## src/rtl/bht_port_arbiter.sv

```systemverilog
`default_nettype none
// +----------------------------------------------------------------------------+
// | bht_port_arbiter: shares a single-port BHT between lookups and queued updates |
// | Rev 1.0                                                                    |
// +----------------------------------------------------------------------------+
module bht_port_arbiter #(
  parameter int M         = 16,
  parameter int N         = 2,
  parameter int PC_W      = 9,
  parameter int QDEPTH    = 4,
  parameter int MAX_DEFER = 3,
  localparam int IDX_W    = $clog2(M)
) (
  input  logic             clk,
  input  logic             reset,
  input  logic             lu_valid,
  input  logic [PC_W-1:0]  lu_pc,
  output logic             lu_ready,
  output logic             pred_valid,
  output logic             prediction,
  input  logic             up_valid,
  input  logic [PC_W-1:0]  up_pc,
  input  logic             up_taken,
  output logic             up_ready,
  output logic             init_done,
  output logic             mem_en,
  output logic             mem_we,
  output logic [IDX_W-1:0] mem_addr,
  output logic [N-1:0]     mem_wdata,
  input  logic [N-1:0]     mem_rdata
);

  localparam int c_PTR_W = $clog2(QDEPTH);
  localparam int c_CNT_W = c_PTR_W + 1;
  localparam int c_DEF_W = (MAX_DEFER > 0) ? $clog2(MAX_DEFER + 1) : 1;
  localparam logic [N-1:0] c_INIT_VAL = N'((1 << (N - 1)) - 1);
  localparam logic [1:0] c_INIT   = 2'd0;
  localparam logic [1:0] c_RUN    = 2'd1;
  localparam logic [1:0] c_UPD_WR = 2'd2;

  logic [1:0]         r_state, w_next_state;
  logic [IDX_W-1:0]   r_init_cnt;
  logic [IDX_W-1:0]   r_fifo_idx [QDEPTH];
  logic               r_fifo_taken [QDEPTH];
  logic [c_PTR_W-1:0] r_wr_ptr, r_rd_ptr;
  logic [c_CNT_W-1:0] r_count;
  logic [c_DEF_W-1:0] r_defer;
  logic [IDX_W-1:0]   r_hold_idx;
  logic               r_hold_taken;
  logic               r_pend, r_pred_last, r_init_done;

  logic             w_nonempty, w_full, w_lu_ok, w_run;
  logic             w_lu_grant, w_upd_issue, w_push;
  logic             w_mem_en, w_mem_we;
  logic [IDX_W-1:0] w_mem_addr;
  logic [N-1:0]     w_mem_wdata, w_sat;
  logic             w_unused_pc_hi;

  assign w_nonempty  = (r_count != '0);
  assign w_full      = (r_count == c_CNT_W'(QDEPTH));
  assign w_lu_ok     = !(w_nonempty && (w_full || (r_defer == c_DEF_W'(MAX_DEFER))));
  assign w_run       = (r_state == c_RUN);
  assign w_lu_grant  = w_run && lu_valid && w_lu_ok;
  assign w_upd_issue = w_run && !w_lu_grant && w_nonempty;
  assign w_push      = up_valid && up_ready;

  assign lu_ready   = w_run && w_lu_ok;
  assign up_ready   = (r_state != c_INIT) && !w_full;
  assign pred_valid = r_pend;
  assign prediction = r_pend ? mem_rdata[N-1] : r_pred_last;
  assign init_done  = r_init_done;

  // Table port is forced idle while reset is held so no sweep write escapes.
  assign mem_en    = reset && w_mem_en;
  assign mem_we    = reset && w_mem_we;
  assign mem_addr  = reset ? w_mem_addr : '0;
  assign mem_wdata = reset ? w_mem_wdata : '0;

  assign w_unused_pc_hi = &{1'b0, lu_pc[PC_W-1:IDX_W], up_pc[PC_W-1:IDX_W]};

  always_comb begin
    w_sat = mem_rdata;
    if (r_hold_taken) begin
      if (mem_rdata != '1) w_sat = mem_rdata + N'(1);
    end else begin
      if (mem_rdata != '0) w_sat = mem_rdata - N'(1);
    end
  end

  always_ff @(posedge clk or negedge reset) begin
    if (!reset) r_state <= c_INIT;
    else        r_state <= w_next_state;
  end

  always_comb begin
    w_next_state = r_state;
    case (r_state)
      c_INIT:   if (r_init_cnt == IDX_W'(M - 1)) w_next_state = c_RUN;
      c_RUN:    if (w_upd_issue) w_next_state = c_UPD_WR;
      c_UPD_WR: w_next_state = c_RUN;
      default:  w_next_state = c_INIT;
    endcase
  end

  always_comb begin
    w_mem_en    = 1'b0;
    w_mem_we    = 1'b0;
    w_mem_addr  = '0;
    w_mem_wdata = '0;
    case (r_state)
      c_INIT: begin
        w_mem_en    = 1'b1;
        w_mem_we    = 1'b1;
        w_mem_addr  = r_init_cnt;
        w_mem_wdata = c_INIT_VAL;
      end
      c_RUN: begin
        if (w_lu_grant) begin
          w_mem_en   = 1'b1;
          w_mem_addr = lu_pc[IDX_W-1:0];
        end else if (w_nonempty) begin
          w_mem_en   = 1'b1;
          w_mem_addr = r_fifo_idx[r_rd_ptr];
        end
      end
      c_UPD_WR: begin
        w_mem_en    = 1'b1;
        w_mem_we    = 1'b1;
        w_mem_addr  = r_hold_idx;
        w_mem_wdata = w_sat;
      end
      default: ;
    endcase
  end

  always_ff @(posedge clk or negedge reset) begin
    if (!reset) begin
      r_init_cnt   <= '0;
      r_init_done  <= 1'b0;
      r_wr_ptr     <= '0;
      r_rd_ptr     <= '0;
      r_count      <= '0;
      r_defer      <= '0;
      r_hold_idx   <= '0;
      r_hold_taken <= 1'b0;
      r_pend       <= 1'b0;
      r_pred_last  <= 1'b0;
      for (int i = 0; i < QDEPTH; i++) begin
        r_fifo_idx[i]   <= '0;
        r_fifo_taken[i] <= 1'b0;
      end
    end else begin
      if (r_state == c_INIT) begin
        r_init_cnt <= r_init_cnt + IDX_W'(1);
        if (r_init_cnt == IDX_W'(M - 1)) r_init_done <= 1'b1;
      end
      if (w_push) begin
        r_fifo_idx[r_wr_ptr]   <= up_pc[IDX_W-1:0];
        r_fifo_taken[r_wr_ptr] <= up_taken;
        r_wr_ptr               <= r_wr_ptr + c_PTR_W'(1);
      end
      if (w_upd_issue) begin
        r_hold_idx   <= r_fifo_idx[r_rd_ptr];
        r_hold_taken <= r_fifo_taken[r_rd_ptr];
        r_rd_ptr     <= r_rd_ptr + c_PTR_W'(1);
      end
      case ({w_push, w_upd_issue})
        2'b10:   r_count <= r_count + c_CNT_W'(1);
        2'b01:   r_count <= r_count - c_CNT_W'(1);
        default: ;
      endcase
      // Defer only accumulates while an update is actually waiting.
      if (!w_nonempty || w_upd_issue) r_defer <= '0;
      else if (w_lu_grant)            r_defer <= r_defer + c_DEF_W'(1);
      r_pend <= w_lu_grant;
      if (r_pend) r_pred_last <= mem_rdata[N-1];
    end
  end

endmodule
`default_nettype wire

```

## config.mk

```make
export PLATFORM = sky130hd
export DESIGN_NAME = bht_port_arbiter
export DESIGN_NICKNAME = d
export VERILOG_FILES = /design/src/rtl/bht_port_arbiter.sv
export SDC_FILE = /design/constraint.sdc
export NUM_CORES = 1
export LEC_CHECK = 0
export ABC_AREA = 0
export ABC_CLOCK_PERIOD_IN_PS = 2800
export CORE_MARGIN = 4
export CORE_UTILIZATION = 57
export CTS_CLUSTER_SIZE = 40
export DETAILED_ROUTE_END_ITERATION = 8
export DONT_BUFFER_PORTS = 1
export GPL_TIMING_DRIVEN = 1
export PLACE_DENSITY_LB_ADDON = 0.15
export SYNTH_ARGS = -nofsm -noshare
export SYNTH_HDL_FRONTEND = slang
export SYNTH_SLANG_ARGS = --single-unit
```

## constraint.sdc

```tcl
create_clock -name clk -period 2.8 [get_ports clk]
set_input_delay 0.56 -clock clk [delete_from_list [all_inputs] [get_ports clk]]
set_output_delay 0.56 -clock clk [all_outputs]
set_load 0.005 [all_outputs]
```

==> impl_summary.txt, run 1 <==
----------------------------------------------------
[Floorplanning]
  Top Ports ... 38
  Core Footprint ... 3660 um^2
  Die outline width ... 69.4 um
  Effective utilization at floorplan ... 58.8%
  Die area ... 4820 um^2
  Overall die height ... 69.4 um
  Standard-cell row count ... 22

[Global routing]
  Via count of the first global-routing pass ... 1,411
  Overflow left after global routing ... 0
  Initial antenna violation count ... 0
  Global-route wire length before repair ... 7.09 mm
  Gr usage total ... 18.7%
  Maximum number of pins on one net before global-route repair ... 44

[Synthesis]
  Number of cells produced by synthesis ... 175
  Cell area after technology mapping ... 2150 um^2
  Number of enable flip-flop cells after synthesis ... 0
  Sequential share of the synthesized area ... 50.0%
  Flops & latches, synth ... 43
  Average instance area after synthesis ... 12.3 um^2
  Total number of yosys warnings ... 0
  Syn_nets ... 208
  Predominant post-synthesis flop cell ... dfrtp_1
  Distinct cell type count of the synthesized netlist ... 40
  Post-synth ARST share ... 100%

[Clocking]
  CTS tree ... built
  Number of buffers inserted during clock tree synthesis ... 5
  Clk Latency, worst-skew pair ... 290 ps
  CTS HTree Levels ... 2
  Clock transition at the register clock pins on the worst setup and hold paths after CTS ... 80 ps
  Number of buffers on the longest clock path ... 2
  Root Buffer ... clkbuf_8
  Num Clock Sinks ... 43

[Timing]
  Final critical delay including setup and external delays ... 2630 ps
  Rel. slew slack ... 62.5%
  Sum Neg Setup Slack ... 0 ps
  Fmax ... 380 MHz
  Unrepaired setup endpoints after global routing ... false
  Slew Viols, Final ... 0
  Final critical-path setup slack ... 167 ps
  Slew of the pin with the lowest slew margin ... 558 ps
  Clock skew after layout ... 6.16 ps
  Number of setup violations in the final report ... 0
  Number of hold-slack violations in the final timing report ... 0
  Share of the clock period used by the worst path after layout ... 94.0%

[Place]
  RePlAce Congestion ... 0.731
  Number of port buffers ... 0
  Placement-stage worst setup slack ... 282 ps
  Area after detailed placement ... 2190 um^2
  Hpwl dp ... 2.96 mm

[Setup path]
  Critical Path Source ... r_count[0]
  Class of the most critical setup path ... flip-flop to output pin
  Req. time, crit path ... 2240 ps
  Critical path arrival ... 2070 ps
  Worst reg2reg setup slack ... 240 ps
  Cell count of the worst reg-to-reg path ... 9
  Worst Path Max Fanout ... 13
  Critical path endpoint category ... output pin
  Critical path capture point ... mem_addr[1]
  Worst reg2reg startpoint ... r_count[0]
  Reg-to-reg endpoint ... r_count[2]
  Startpoint types ... flip-flop

[Routing]
  Initial drt markers ... 97
  Final ANT Viol Nets ... 0
  Number of vias after detailed routing ... 1,359
  Drt drc ... 0
  WL/cell ... 18.1 um
  First drt pass iteration count ... 4
  Routed wire length ... 4.14 mm
  Average vias per placed instance ... 5.96

[Final layout]
  Antenna cells ... 0
  Area of combinational cells with multiple inputs ... 1020 um^2
  Sequential cell area ... 1080 um^2
  Proportion of layout cells with a drive suffix above 1 ... 25.6%
  Fillers ... 294
  Layout net count ... 213
  Area growth from synthesis to final layout ... 7.62%
  Final Core Density ... 63.3%
  Final non-filler cell area ... 2320 um^2

[Run]
  Max-cap violations ... 0

[Power]
  PD cells ... 1170 nW/um^2
  Leakage power ... 0.00104 uW
  Worst IR Drop VDD ... 620 uV

[Run status]
  Status ... finished, final reports clean

[Min path]
  Kind of path behind the tightest hold check ... input pin to async pin

----------------------------------------------------
Yosys cell counts, types with 2 or more instances:
| cell | count | area (um^2) |
|---|---|---|
| o21ai_0 | 2 | 10.0 |
| xnor2_1 | 6 | 52.6 |
| nand2_1 | 10 | 37.5 |
| nor2_1 | 4 | 15.0 |
| and2_1 | 4 | 25.0 |
| mux2i_1 | 10 | 100 |
| nor3_1 | 2 | 10.0 |
| mux2_2 | 21 | 236 |
| buf_1 | 2 | 7.51 |
| xor2_1 | 3 | 26.3 |
| a211o_1 | 4 | 35.0 |
| o22ai_1 | 5 | 31.3 |
| inv_1 | 12 | 45.0 |
| a32oi_1 | 4 | 35.0 |
| nor2b_1 | 4 | 25.0 |
| maj3_1 | 2 | 20.0 |
| buf_6 | 2 | 22.5 |
| ha_1 | 7 | 87.6 |
| a31o_2 | 4 | 35.0 |
| a31oi_1 | 2 | 12.5 |
| nand2_2 | 4 | 25.0 |
| dfrtp_1 | 43 | 1080 |
logic make-up after synthesis:
kind of cell | count (synthesis) | synth area share, %
fa+ha+maj | 10 | 5.93
xor+xnor | 9 | 3.66
mux | 33 | 17.2
buf+inv | 17 | 3.66
simple gates | 37 | 10.3
flops | 43 | 50.0
compound gates | 26 | 9.24
where the power goes:
part / internal, uW / total [uW] / switching, uW
clock network: 194 / 394 / 201
logic: 584 / 1140 / 557
registers: 921 / 1180 / 261
repair_timing:
action	in CTS	in global routing
buffers inserted	0	0
hold endpoints to repair	43	0
setup endpoints to repair	0	4
gates resized for setup	0	3
hold buffers	1	0
flip-flops by register name, summed over array words and instances, names as in the netlist, 2 cells and up:
signal / flops
r_state: 2
r_wr_ptr: 2
r_hold_idx: 4
r_fifo_idx: 16
r_fifo_taken: 4
r_init_cnt: 4
r_defer: 2
r_rd_ptr: 2
r_count: 3
per-layer routing:
metal	GRT usage, %	vias up	share of wire, %
met5	0	-	0
met4	8.46	0	1.9
met3	5.51	7	5.0
met2	28.2	38	47
met1	24.9	682	46
li1	-	632	-
layout make-up:
class / count / share of cell area, %
inverter: 13 / 2.11
sequential: 43 / 46.5
multi-input combinational: 115 / 43.9
timing repair buffer: 2 / 1.19
tap: 48 / 2.59
clock inverter: 1 / 0.216
clock buffer: 6 / 3.57
per-stage QoR:
step | total power (uW) | hold slack, ps | cells
floorplan | 2070 | 264 | 175
global placement | 2230 | 265 | 220
detailed placement | 2310 | 265 | 220
CTS | 2720 | 107 | 228
global route | 2930 | 105 | 228
finish | 2720 | 103 | 228
cell usage in the layout (no fill, tap or decap), types with 2 or more instances in the layout:
master and n:
xnor2_1 6, a31oi_1 2, inv_1 12, nor2b_1 4
mux2_2 21, ha_1 7, dfrtp_1 43, xor2_1 3
nand2_1 10, maj3_1 2, o21ai_0 2, a32oi_1 4
clkbuf_8 6, a31o_2 4, nand2_2 4, o22ai_1 5
a211o_1 4, nor2_1 4, and2_1 4, mux2i_1 10
worst max-delay path, stage by stage (launching register included):
cell and delay [ps]:
dfrtp_1 470, or2_0 230, a311o_1 460, inv_2 240
a32oi_1 140, o22ai_1 240
worst min path at each step:
stage	startpoint	to	slack, ps	cells after the start
after floorplan	reset	init_done	260	0
after global placement	reset	r_pred_last	270	0
after detailed placement	reset	r_pred_last	270	0
after CTS	reset	r_fifo_taken[0]	110	1
after global routing	reset	r_hold_taken	100	1
final	reset	r_hold_idx[3]	100	1
(Power assumes the default switching activity.)
==> run 2: changes to the inputs <==
--- a/config.mk
+++ b/config.mk
@@ -14,6 +14,7 @@
 export DONT_BUFFER_PORTS = 1
 export GPL_TIMING_DRIVEN = 1
 export PLACE_DENSITY_LB_ADDON = 0.15
+export SLEW_MARGIN = 20
 export SYNTH_ARGS = -nofsm -noshare
 export SYNTH_HDL_FRONTEND = slang
 export SYNTH_SLANG_ARGS = --single-unit
==> results of run 2 <==
Same layout as run 1: the final DEF is identical, and so are final timing and power.
==> run 3: changes to the inputs <==
--- a/config.mk
+++ b/config.mk
@@ -7,7 +7,7 @@
 export LEC_CHECK = 0
 export ABC_AREA = 0
 export ABC_CLOCK_PERIOD_IN_PS = 2800
-export CORE_MARGIN = 4
+export CORE_MARGIN = 1.5
 export CORE_UTILIZATION = 57
 export CTS_CLUSTER_SIZE = 40
 export DETAILED_ROUTE_END_ITERATION = 8
==> run 3 against run 2 <==
  * Sequential share of layout area decreased by 0.18 points
  * Fmax is 2.0% higher
  * Die area fell by 14%
  * Clock power increased by 6.9%
  * First-iteration DRC count is 37% lower
  * Via count shrank 0.74%
  * Critical endpoint unchanged
  * Non-clock buffer count is 2 higher
  * Clock skew rose by 2.3 ps
  * Core utilization is 0.72 points higher
  * Sequential power hardly changed
==> impl_summary.txt, run 3 (synthesized netlist as in run 1, its figures left out) <==
----------------------------------------------------
[Run status]
  Status ... finished, final reports clean

[Setup path]
  Class of the most critical setup path ... flip-flop to output pin
  Critical path endpoint category ... output pin
  Cell count of the worst reg-to-reg path ... 9
  Req. time, crit path ... 2240 ps
  Reg-to-reg endpoint ... r_count[2]
  Worst reg2reg startpoint ... r_count[0]
  Critical path capture point ... mem_addr[1]
  Worst Path Max Fanout ... 13
  Startpoint types ... flip-flop
  Critical path arrival ... 2020 ps
  Critical Path Source ... r_count[0]
  Worst reg2reg setup slack ... 310 ps

[Timing]
  Number of setup violations in the final report ... 0
  Slew Viols, Final ... 0
  Sum Neg Setup Slack ... 0 ps
  Hold slack final ... 110 ps
  Clock skew after layout ... 8.45 ps
  Share of the clock period used by the worst path after layout ... 92.2%
  Number of hold-slack violations in the final timing report ... 0
  Slew of the pin with the lowest slew margin ... 569 ps
  Rel. slew slack ... 62.1%
  Fmax ... 387 MHz
  Final critical delay including setup and external delays ... 2580 ps
  Unrepaired setup endpoints after global routing ... false

[Final layout]
  Largest register by flop count ... r_fifo_idx
  Antenna cells ... 0
  Most frequent standard cell in the layout excluding fill and tap cells ... dfrtp_1
  Area growth from synthesis to final layout ... 8.02%
  Most frequent cells in the layout ... 43 x dfrtp_1, 21 x mux2_2, 12 x inv_1
  Number of flip-flops under the largest register name ... 16
  Proportion of layout cells with a drive suffix above 1 ... 25.1%
  Layout net count ... 215
  Area of combinational cells with multiple inputs ... 997 um^2
  Number of standard cells in the layout, taps in and fillers out ... 231
  Sequential cell area ... 1080 um^2
  Fillers ... 300

[Clocking]
  Number of buffers inserted during clock tree synthesis ... 5
  Root Buffer ... clkbuf_8
  Post-CTS setup-driven buffer insertion count ... 0
  Number of buffers on the longest clock path ... 2
  Clock transition at the register clock pins on the worst setup and hold paths after CTS ... 80 ps
  CTS tree ... built
  Clk Latency, worst-skew pair ... 290 ps
  CTS HTree Levels ... 2
  Num Clock Sinks ... 43

[Power]
  Net load switching power ... 1010 uW
  Relative contribution of the clock network to total power ... 15.3%
  Worst IR Drop VDD ... 483 uV
  Share of total power consumed by net switching ... 36.8%
  Fraction of power consumed by combinational cells ... 41.6%
  Share of total power in sequential cells ... 43.0%
  Internal power consumption ... 1740 uW
  Leakage power ... 0.00105 uW
  PD cells ... 1180 nW/um^2

[Floorplanning]
  Die outline width ... 64.4 um
  Die area ... 4150 um^2
  Core Footprint ... 3630 um^2
  Effective utilization at floorplan ... 59.2%
  Top Ports ... 38
  Standard-cell row count ... 22
  Overall die height ... 64.4 um

[Min path]
  Kind of path behind the tightest hold check ... input pin to async pin

[Routing]
  Routed wire length ... 4.09 mm
  Number of vias after detailed routing ... 1,349
  Drt drc ... 0
  Final ANT Viol Nets ... 0
  Initial drt markers ... 61
  Average vias per placed instance ... 5.84
  WL/cell ... 17.7 um
  First drt pass iteration count ... 4

[Place]
  Cell count after placement ... 222
  Number of port buffers ... 0
  Hpwl dp ... 2.96 mm
  RePlAce Congestion ... 0.770

[Global routing]
  Met2 usage in global routing ... 37.9%
  Global-route wire length before repair ... 7.00 mm
  Met3 Usage GRT ... 7.29%
  Via count of the first global-routing pass ... 1,487
  Gr usage total ... 22.5%
  Overflow left after global routing ... 0
  Routing layer with the top usage in global route ... met2
  Initial antenna violation count ... 0
  Met1 Usage GRT ... 27.0%
  Maximum number of pins on one net before global-route repair ... 44

[Run]
  Max-cap violations ... 0

----------------------------------------------------
-- run 3: cell types whose count changed in the layout (fill, tap and decap cells not counted), sizes merged --
cell	change
clkbuf	+2
clkinv	-1
buf	+2
-- run 3: stage by stage --
| step | worst slack, ps | power, uW | util (%) | cell area (um^2) |
|---|---|---|---|---|
| 4_1_cts | 209 | 2780 | 64.0 | 2320 |
| 5_1_grt | 52.6 | 2980 | 64.0 | 2320 |
| 6_report | 218 | 2750 | 64.0 | 2320 |
| 2_1_floorplan | 497 | 2070 | - | 2150 |
| 3_3_place_gp | 357 | 2240 | 60.7 | 2200 |
| 3_5_place_dp | 317 | 2330 | 60.7 | 2200 |
-- run 3: repair_timing --
item | CTS | global route
resized for setup | 0 | 0
hold endpoints to repair | 43 | 0
hold buffers | 1 | 0
-- run 3: worst max-delay path, stage by stage, from the launching register on --
cell	delay, ps
dfrtp_1	450
or2_0	220
a311o_1	450
inv_2	220
a32oi_1	150
o22ai_1	240
-- run 3: metal layers --
| metal | vias to the layer above | routed length [um] |
|---|---|---|
| li1 | 637 | - |
| met1 | 690 | 1780 |
| met2 | 20 | 2110 |
| met3 | 2 | 189 |
| met4 | 0 | 14 |
| met5 | - | 0 |
-- run 3: worst min-delay path by stage --
stage                     to  slack [ps]
2_1_floorplan      init_done         260
5_1_grt        r_init_cnt[0]         100
3_3_place_gp       init_done         270
6_report       r_init_cnt[0]         110
4_1_cts        r_init_cnt[0]         110
3_5_place_dp       init_done         270
-- run 3: power by group through the flow --
stage	logic (uW)	registers (uW)	clock network (uW)
global route	1290	1230	462
finish	1150	1180	421
detailed placement	1130	1200	0
floorplan	991	1080	0
CTS	1160	1180	436
global placement	1060	1170	0
-- run 3: final cells by class --
type / instances / area share [%]
clock buffer: 8 / 4.31
inverter: 13 / 2.10
multi-input combinational: 115 / 42.9
sequential: 43 / 46.3
tap: 48 / 2.58
timing repair buffer: 4 / 1.83
